$ cat config.mk
export PLATFORM = sky130hd
export DESIGN_NAME = bn_param_seq
export DESIGN_NICKNAME = d
export VERILOG_FILES = /design/src/rtl/bn_pkg.sv /design/src/rtl/bn_param_regfile.sv /design/src/rtl/bn_param_seq.sv
export SDC_FILE = /design/constraint.sdc
export NUM_CORES = 1
export LEC_CHECK = 0
export CELL_PAD_IN_SITES_DETAIL_PLACEMENT = 0
export CELL_PAD_IN_SITES_GLOBAL_PLACEMENT = 1
export CORE_MARGIN = 2
export CORE_UTILIZATION = 54
export CTS_CLUSTER_SIZE = 24
export DETAILED_ROUTE_END_ITERATION = 7
export PLACE_DENSITY_LB_ADDON = 0.2
export REMOVE_ABC_BUFFERS = 1
export SYNTH_ARGS = -nofsm -noshare
export SYNTH_HDL_FRONTEND = slang
export SYNTH_SLANG_ARGS = --single-unit
$ cat constraint.sdc
create_clock -name clk -period 3.56 [get_ports clk]
set_clock_uncertainty 0.15 [all_clocks]
set_input_delay 0.534 -clock clk [delete_from_list [all_inputs] [get_ports clk]]
set_output_delay 0.534 -clock clk [all_outputs]
set_load 0.03 [all_outputs]
$ cat src/rtl/bn_pkg.sv
// bn_pkg: shared widths, frame geometry defaults and parameter-select encodings
package bn_pkg;
  localparam int W1_DEF = 27;
  localparam int W2_DEF = 18;
  localparam int NCH_DEF = 8;
  localparam int NPIX_DEF = 16;
  localparam logic [1:0] SEL_DELTA = 2'd0;
  localparam logic [1:0] SEL_MU = 2'd1;
  localparam logic [1:0] SEL_BETA = 2'd2;
endpackage

$ cat src/rtl/bn_param_regfile.sv
// bn_param_regfile: per-channel delta/mu/beta table, one write port, one combinational 3-wide read port
module bn_param_regfile
  import bn_pkg::*;
#(
  parameter int W2 = W2_DEF,
  parameter int NCH = NCH_DEF,
  localparam int AW = $clog2(NCH)
)(
  input  logic          clk,
  input  logic          rst_n,
  input  logic          we,
  input  logic [AW-1:0] waddr,
  input  logic [1:0]    wsel,
  input  logic [W2-1:0] wdata,
  input  logic [AW-1:0] rch,
  output logic [W2-1:0] rdelta,
  output logic [W2-1:0] rmu,
  output logic [W2-1:0] rbeta
);
  logic [W2-1:0] delta [NCH];
  logic [W2-1:0] mu [NCH];
  logic [W2-1:0] beta [NCH];
  // out-of-range addresses and sel=3 match no entry, so they are silently dropped
  always_ff @(posedge clk or negedge rst_n)
    if (!rst_n) begin
      for (int c = 0; c < NCH; c++) begin
        delta[c] <= '0;
        mu[c] <= '0;
        beta[c] <= '0;
      end
    end else if (we) begin
      for (int c = 0; c < NCH; c++)
        if (waddr == AW'(c)) begin
          if (wsel == SEL_DELTA) delta[c] <= wdata;
          if (wsel == SEL_MU) mu[c] <= wdata;
          if (wsel == SEL_BETA) beta[c] <= wdata;
        end
    end
  assign rdelta = delta[rch];
  assign rmu = mu[rch];
  assign rbeta = beta[rch];
endmodule

$ cat src/rtl/bn_param_seq.sv
// bn_param_seq: tags conv samples with channel BN params; BN_PARAM_LOCK_EN rejects table writes mid-frame
module bn_param_seq
  import bn_pkg::*;
#(
  parameter int W1 = W1_DEF,
  parameter int W2 = W2_DEF,
  parameter int NCH = NCH_DEF,
  parameter int NPIX = NPIX_DEF,
  localparam int AW = $clog2(NCH),
  localparam int PW = $clog2(NPIX)
)(
  input  logic          clk,
  input  logic          rst_n,
  input  logic          cfg_we,
  input  logic [AW-1:0] cfg_addr,
  input  logic [1:0]    cfg_sel,
  input  logic [W2-1:0] cfg_data,
  input  logic          s_valid,
  output logic          s_ready,
  input  logic [W1-1:0] s_din,
  output logic          m_valid,
  input  logic          m_ready,
  output logic [W1-1:0] m_din,
  output logic [W2-1:0] m_delta,
  output logic [W2-1:0] m_mu,
  output logic [W2-1:0] m_beta,
  output logic [AW-1:0] m_ch,
  output logic          m_last,
  output logic          busy,
  output logic          cfg_err
);
  logic          hs, pix_wrap, last_in, we_ok;
  logic [AW-1:0] ch_cnt;
  logic [PW-1:0] pix_cnt;
  logic [W2-1:0] rd_d, rd_m, rd_b;
  assign s_ready = !m_valid || m_ready;
  assign hs = s_valid && s_ready;
  assign pix_wrap = pix_cnt == PW'(NPIX - 1);
  assign last_in = pix_wrap && ch_cnt == AW'(NCH - 1);
`ifdef BN_PARAM_LOCK_EN
  assign we_ok = cfg_we && !busy;
  always_ff @(posedge clk or negedge rst_n)
    if (!rst_n) cfg_err <= 1'b0;
    else cfg_err <= cfg_we && busy;
`else
  assign we_ok = cfg_we;
  assign cfg_err = 1'b0;
`endif
  bn_param_regfile #(.W2(W2), .NCH(NCH)) u_tab (
    .clk(clk), .rst_n(rst_n), .we(we_ok), .waddr(cfg_addr), .wsel(cfg_sel), .wdata(cfg_data),
    .rch(ch_cnt), .rdelta(rd_d), .rmu(rd_m), .rbeta(rd_b)
  );
  always_ff @(posedge clk or negedge rst_n)
    if (!rst_n) begin
      pix_cnt <= '0;
      ch_cnt <= '0;
      busy <= 1'b0;
      m_valid <= 1'b0;
      m_last <= 1'b0;
      m_ch <= '0;
      m_din <= '0;
      m_delta <= '0;
      m_mu <= '0;
      m_beta <= '0;
    end else if (hs) begin
      pix_cnt <= pix_wrap ? '0 : pix_cnt + 1'b1;
      ch_cnt <= last_in ? '0 : pix_wrap ? ch_cnt + 1'b1 : ch_cnt;
      busy <= !last_in;
      m_valid <= 1'b1;
      m_din <= s_din;
      m_ch <= ch_cnt;
      m_delta <= rd_d;
      m_mu <= rd_m;
      m_beta <= rd_b;
      m_last <= last_in;
    end else if (m_ready) m_valid <= 1'b0;
endmodule

==> results of run 1 <==
==> routing by layer <==
layer / track usage [%] / vias up / share of wire [%]
met1: 34.7 / 7475 / 45
met2: 43.9 / 255 / 49
met3: 3.59 / 97 / 3.7
li1: - / 6243 / -
met5: 0 / - / 0
met4: 8.35 / 0 / 2.6
==> cells by family after synthesis <==
kind of cell / Yosys count
multiplexers: 682
flip-flops: 526
AO/OA/AOI/OAI: 223
buffers and inverters: 139
AND/OR/NAND/NOR: 54
adder cells (fa/ha/maj): 3
other: 1
XOR/XNOR: 1
==> cell type report <==
type / instances / area [sq um] / share of cell area (%)
Timing Repair Buffer: 198 / 2040 / 7.47
Clock buffer: 88 / 1720 / 6.32
Sequential cell: 526 / 13200 / 48.3
Inverter: 3 / 11.3 / 0.0413
Multi-Input combinational cell: 964 / 9510 / 34.9
Clock inverter: 14 / 128 / 0.468
Tap cell: 546 / 683 / 2.51
==> sequential cells by signal, summed over array words and instances, names as in the netlist <==
signal	flops
m_beta	18
m_delta	18
u_tab.mu	144
busy	1
ch_cnt	3
u_tab.beta	144
m_last	1
m_mu	18
m_ch	3
m_valid	1
m_din	27
u_tab.delta	144
pix_cnt	4
==> synthesized netlist by cell type <==
master	number	area [sq um]
buf_4	3	22.5
o41ai_1	2	17.5
buf_6	7	78.8
nor4b_2	1	15.0
o22ai_1	54	338
mux2i_1	108	1080
a21oi_1	1	5.00
a2bb2oi_1	1	8.76
xnor2_1	1	8.76
buf_1	5	18.8
o31ai_1	54	405
nand2_2	9	56.3
buf_2	51	255
a22o_1	55	482
clkbuf_1	70	263
conb_1	1	3.75
nand2b_1	4	25.0
inv_1	3	11.3
o21ai_0	56	280
nor2_2	6	37.5
ha_1	3	37.5
nand3_1	3	15.0
dfrtp_1	526	13200
nor3_1	1	5.00
nor2_1	4	15.0
or3_1	2	12.5
nor2b_1	10	62.6
nand4b_1	2	17.5
and4bb_1	2	25.0
and4bb_2	1	12.5
mux2_2	574	6460
and3_1	1	6.26
nand2_1	8	30.0
==> final timing paths <==
path / start / endpoint / slack, ns / cells after the start
worst max-delay path: m_valid / s_ready / 0.92 / 3
worst min-delay path: pix_cnt[3] / pix_cnt[3] / 0.34 / 1
worst max register to register: ch_cnt[2] / m_mu[10] / 1.24 / 4
worst min register to register: pix_cnt[3] / pix_cnt[3] / 0.34 / 1
max in group asynchronous: rst_n / u_tab.beta[43] / 1.88 / 3
min in group asynchronous: rst_n / m_din[13] / 0.48 / 2
==> repair_timing <==
| action | in CTS | in global routing |
|---|---|---|
| endpoints found under the hold margin | 90 | 0 |
| gates resized for setup | 0 | 0 |
| hold buffers | 1 | 0 |
==> power breakdown <==
part | leakage [nW] | internal (mW) | switching [mW] | total [mW]
Clock | 0.911 | 3.44 | 2.35 | 5.80
Combinational | 4.78 | 2.82 | 2.62 | 5.44
Sequential | 6.70 | 7.33 | 0.816 | 8.14
==> qor.txt, run 1 <==
status -> finished, final reports clean
Initial DRC Count -> 805
Routed Antenna Nets -> 0
mux cell area share after synthesis -> 32.4%
critical-path cell list -> nor2b_4 -> inv_1 -> clkdlybuf4s50_1
register area share after synthesis -> 56.5%
combinational family with the most area after synthesis -> multiplexers
Max-slew headroom -> 17.5%
xor/xnor share of the synthesized area -> 0.0376%
hold slack -> 0.339 ns
Tmin final -> 2.64 ns
Die Width -> 212 um
post-DR vias/cell -> 6.02
area grow syn2layout -> 17.1%
first-pass GRT wire length -> 88.6 mm
RePlAce Congestion -> 0.766
critical path class -> reg2out
largest net degree at the start of global routing -> 108
Clock Latency Late Sink -> 0.60 ns
die height -> 212 um
nets -> 1807
Cell variety after synth -> 33
final period utilization -> 74.2%
vias in the first global route -> 15200
total clock sinks -> 526
Max FO, Critical Path -> 5
post-DP HPWL -> 32.2 mm
CTS clock-pin slew for the worst setup and hold paths -> 0.06 ns
MaxCap Viol Count -> 0
H-tree levels -> 2
worst min path class -> reg2reg
Worst setup EP type -> primary output
most common cell after layout, fill and taps aside -> mux2_2
final wirelength -> 56.0 mm
final-layout fill cell count -> 3190
final hold violations -> 0
num rows -> 76
GR Util All Layers -> 25.9%
Post-Synth Adder-Cell Area -> 0.161%
die area -> 44800 sq um
most frequent cells in the layout -> 574 x mux2_2, 525 x dfrtp_1, 141 x clkdlybuf4s50_1, 108 x mux2i_1, 57 x clkbuf_16
final design utilization -> 63.7%
CP required -> 2.88 ns
number of setup buffers added after CTS -> 0
setup TNS -> 0 ns
Pwr Density -> 711 nW/um^2
Yosys Warn Count -> 0
TritonCTS clock tree -> built
area fraction in compound gates after synthesis -> 6.60%
WP buf/inv -> 2
DRC Markers -> 0
I/O Buffers -> 142
CTS Buf Count -> 56
GRT overflow -> 0
Top Ports -> 144
Placed Cells -> 2236
DR WL/cell -> 23.9 um
setup ws final -> 0.917 ns
RSZ-0062 raised after global routing -> no
fin area -> 27300 sq um
ant diodes -> 0
Cells after Synth -> 1629
layout cells sized above 1 -> 41.7%
synthesized flop and latch total -> 526
Post-Layout Cell Count -> 2339
final slew viol count -> 0
dpl cell area -> 25400 sq um
Slew @ Worst Pin -> 1.23 ns
Tot Pwr -> 19.4 mW
delay of the slowest critical-path stage -> 0.71 ns
Mapped Area -> 23300 sq um
Avg Inst Size Synth -> 14.3 sq um
Lkg Pwr -> 12.4 nW
slowest CP cell -> clkdlybuf4s50_1
CP Data Arrival Time -> 1.96 ns
CTS root buf -> clkbuf_16
Worst VDD drop -> 0.000394 V
Setup violations, final -> 0
Simple-Gate Fraction of Synth Area -> 1.44%
initial antenna violation count -> 0
Initial Utilization -> 54.4%
core area -> 42800 sq um
Vias -> 14100
DR pass1 iterations -> 5
crit start category -> register
Fmax -> 0.378 GHz
worst-case clock buffer depth -> 3
Post-Place Setup Slack -> 0.622 ns
CP delay by family, top -> buffers and inverters
No activity file was read; power rests on OpenSTA's default activity.
==> run 2: changes to the inputs <==
Settings changed: CORE_UTILIZATION 54 to 50.
Clock period 3.56 ns to 2.5 ns, I/O delays scaled along.
==> qor.txt, run 2 (synthesis results as in run 1) <==
H-tree levels -> 2 (unchanged)
TritonCTS clock tree -> built (unchanged)
final wirelength -> 56.9 mm (was 56.0 mm)
total clock sinks -> 526 (unchanged)
Tot Pwr -> 27.3 mW (was 19.4 mW)
most common cell after layout, fill and taps aside -> mux2_2 (unchanged)
vias in the first global route -> 15200 (about the same)
Top Ports -> 144 (unchanged)
slowest CP cell -> clkdlybuf4s50_1 (unchanged)
delay of the slowest critical-path stage -> 0.71 ns (about the same)
final-layout fill cell count -> 3699 (was 3190)
GR Util All Layers -> 24.3% (was 25.9%)
Routed Antenna Nets -> 0 (unchanged)
Comb pwr share -> 28.8% (was 28.1%)
largest net degree at the start of global routing -> 73 (was 108)
WP buf/inv -> 1 (was 2)
Clock Power Share -> 28.9% (was 29.9%)
RSZ-0062 raised after global routing -> no (unchanged)
Net Sw Frac -> 30.0% (was 29.9%)
final slew viol count -> 0 (unchanged)
most frequent cells in the layout -> 574 x mux2_2, 525 x dfrtp_1, 140 x clkdlybuf4s50_1, 108 x mux2i_1, 56 x o21ai_0 (was 574 x mux2_2, 525 x dfrtp_1, 141 x clkdlybuf4s50_1, 108 x mux2i_1, 57 x clkbuf_16)
GRT overflow -> 0 (unchanged)
CP delay by family, top -> buffers and inverters (unchanged)
MaxCap Viol Count -> 0 (unchanged)
Max-slew headroom -> 62.8% (was 17.5%)
final hold violations -> 0 (unchanged)
DR pass1 iterations -> 5 (unchanged)
Initial DRC Count -> 759 (was 805)
layout cells sized above 1 -> 42.4% (was 41.7%)
initial antenna violation count -> 0 (unchanged)
die area -> 48300 sq um (was 44800 sq um)
critical path class -> reg2out (unchanged)
Worst setup EP type -> primary output (unchanged)
CP Data Arrival Time -> 1.74 ns (was 1.96 ns)
post-DP HPWL -> 33.4 mm (was 32.2 mm)
die height -> 220 um (was 212 um)
status -> finished, final reports clean (unchanged)
DR WL/cell -> 23.4 um (was 23.9 um)
Vias -> 14200 (was 14100)
RePlAce Congestion -> 0.842 (was 0.766)
critical-path cell list -> clkdlybuf4s50_1 (was nor2b_4 -> inv_1 -> clkdlybuf4s50_1)
Pint -> 19.1 mW (was 13.6 mW)
num rows -> 79 (was 76)
final design utilization -> 59.9% (was 63.7%)
number of setup buffers added after CTS -> 0 (unchanged)
Die Width -> 220 um (was 212 um)
CTS root buf -> clkbuf_16 (unchanged)
CTS Buf Count -> 55 (was 56)
Lkg Pwr -> 12.6 nW (was 12.4 nW)
Initial Utilization -> 50.3% (was 54.4%)
post-DR vias/cell -> 5.84 (was 6.02)
Max FO, Critical Path -> 2 (was 5)
CTS clock-pin slew for the worst setup and hold paths -> 0.06 ns (about the same)
I/O Buffers -> 142 (unchanged)
DRC Markers -> 0 (unchanged)
crit start category -> register (unchanged)
core area -> 46300 sq um (was 42800 sq um)
Slew @ Worst Pin -> 0.557 ns (was 1.23 ns)
Clock Latency Late Sink -> 0.60 ns (about the same)
Pwr Density -> 986 nW/um^2 (was 711 nW/um^2)
Fmax -> 0.442 GHz
worst min path class -> in2async (was reg2reg)
hold slack -> 0.189 ns (was 0.339 ns)
area grow syn2layout -> 19.0% (was 17.1%)
nets -> 1838 (was 1807)
Setup violations, final -> 0 (unchanged)
Sw Pwr -> 8.18 mW (was 5.79 mW)
final period utilization -> 90.4%
first-pass GRT wire length -> 89.2 mm (was 88.6 mm)
CP required -> 1.98 ns (was 2.88 ns)
Worst VDD drop -> 0.000827 V (was 0.000394 V)
Tmin final -> 2.26 ns
Reg power frac -> 42.3% (was 42.0%)
ant diodes -> 0 (unchanged)
worst-case clock buffer depth -> 3 (unchanged)
Top Registers -> u_tab.beta (144), u_tab.delta (144), u_tab.mu (144) (unchanged)
==> run 2: power groups by stage <==
stage | combinational [mW] | clock, mW | sequential (mW)
final | 7.88 | 7.89 | 11.5
after global routing | 8.48 | 8.44 | 11.8
after CTS | 7.96 | 8.09 | 11.5
after detailed placement | 7.92 | 0 | 11.7
after global placement | 7.79 | 0 | 11.6
after floorplan | 3.93 | 0 | 12.2
==> run 2: timing repair <==
item	in CTS	in global routing
endpoints found under the hold margin	47	0
hold buffers	1	0
resized for setup	1	0
setup endpoints to repair	1	0
==> run 2: final timing paths <==
path,end,slack [ns],depth (start not counted),from
max reg2reg,m_delta[9],0.51,4,ch_cnt[0]
min,pix_cnt[0],0.19,2,rst_n
max,m_beta[9],0.24,1,m_beta[9]
max in group asynchronous,m_din[9],1.17,3,rst_n
min in group clk,m_din[3],0.24,2,s_din[3]
min reg2reg,pix_cnt[3],0.33,1,pix_cnt[3]
==> run 2: layout make-up <==
class | instances | area [sq um] | area share, %
clock buffers | 85 | 1610 | 5.81
flip-flops and latches | 526 | 13200 | 47.5
repair buffers | 230 | 2530 | 9.12
multi-input cells | 964 | 9510 | 34.3
well taps | 607 | 759 | 2.74
inverters | 3 | 11.3 | 0.0406
clock inverters | 14 | 129 | 0.465
==> run 2: per-layer routing <==
layer  up-vias  GRT usage, %  part of all wire (%)
li1       6293             -                     -
met1      7565          32.9                    45
met2       248          41.2                    49
met3        72          3.41                   3.8
met4         0          6.53                   2.1
met5         -             0                     0
==> run 2: per-stage QoR <==
| stage | instance area, sq um | worst slack (ns) | TNS (ns) | std cells |
|---|---|---|---|---|
| global placement | 26000 | 0.0767 | 0 | 2329 |
| floorplan | 22600 | -4.93 | -316.91 | 1493 |
| finish | 27700 | 0.240 | 0 | 2429 |
| CTS | 27700 | 0.222 | 0 | 2429 |
| global route | 27700 | 0.211 | 0 | 2429 |
| detailed placement | 26000 | 0.0419 | 0 | 2329 |
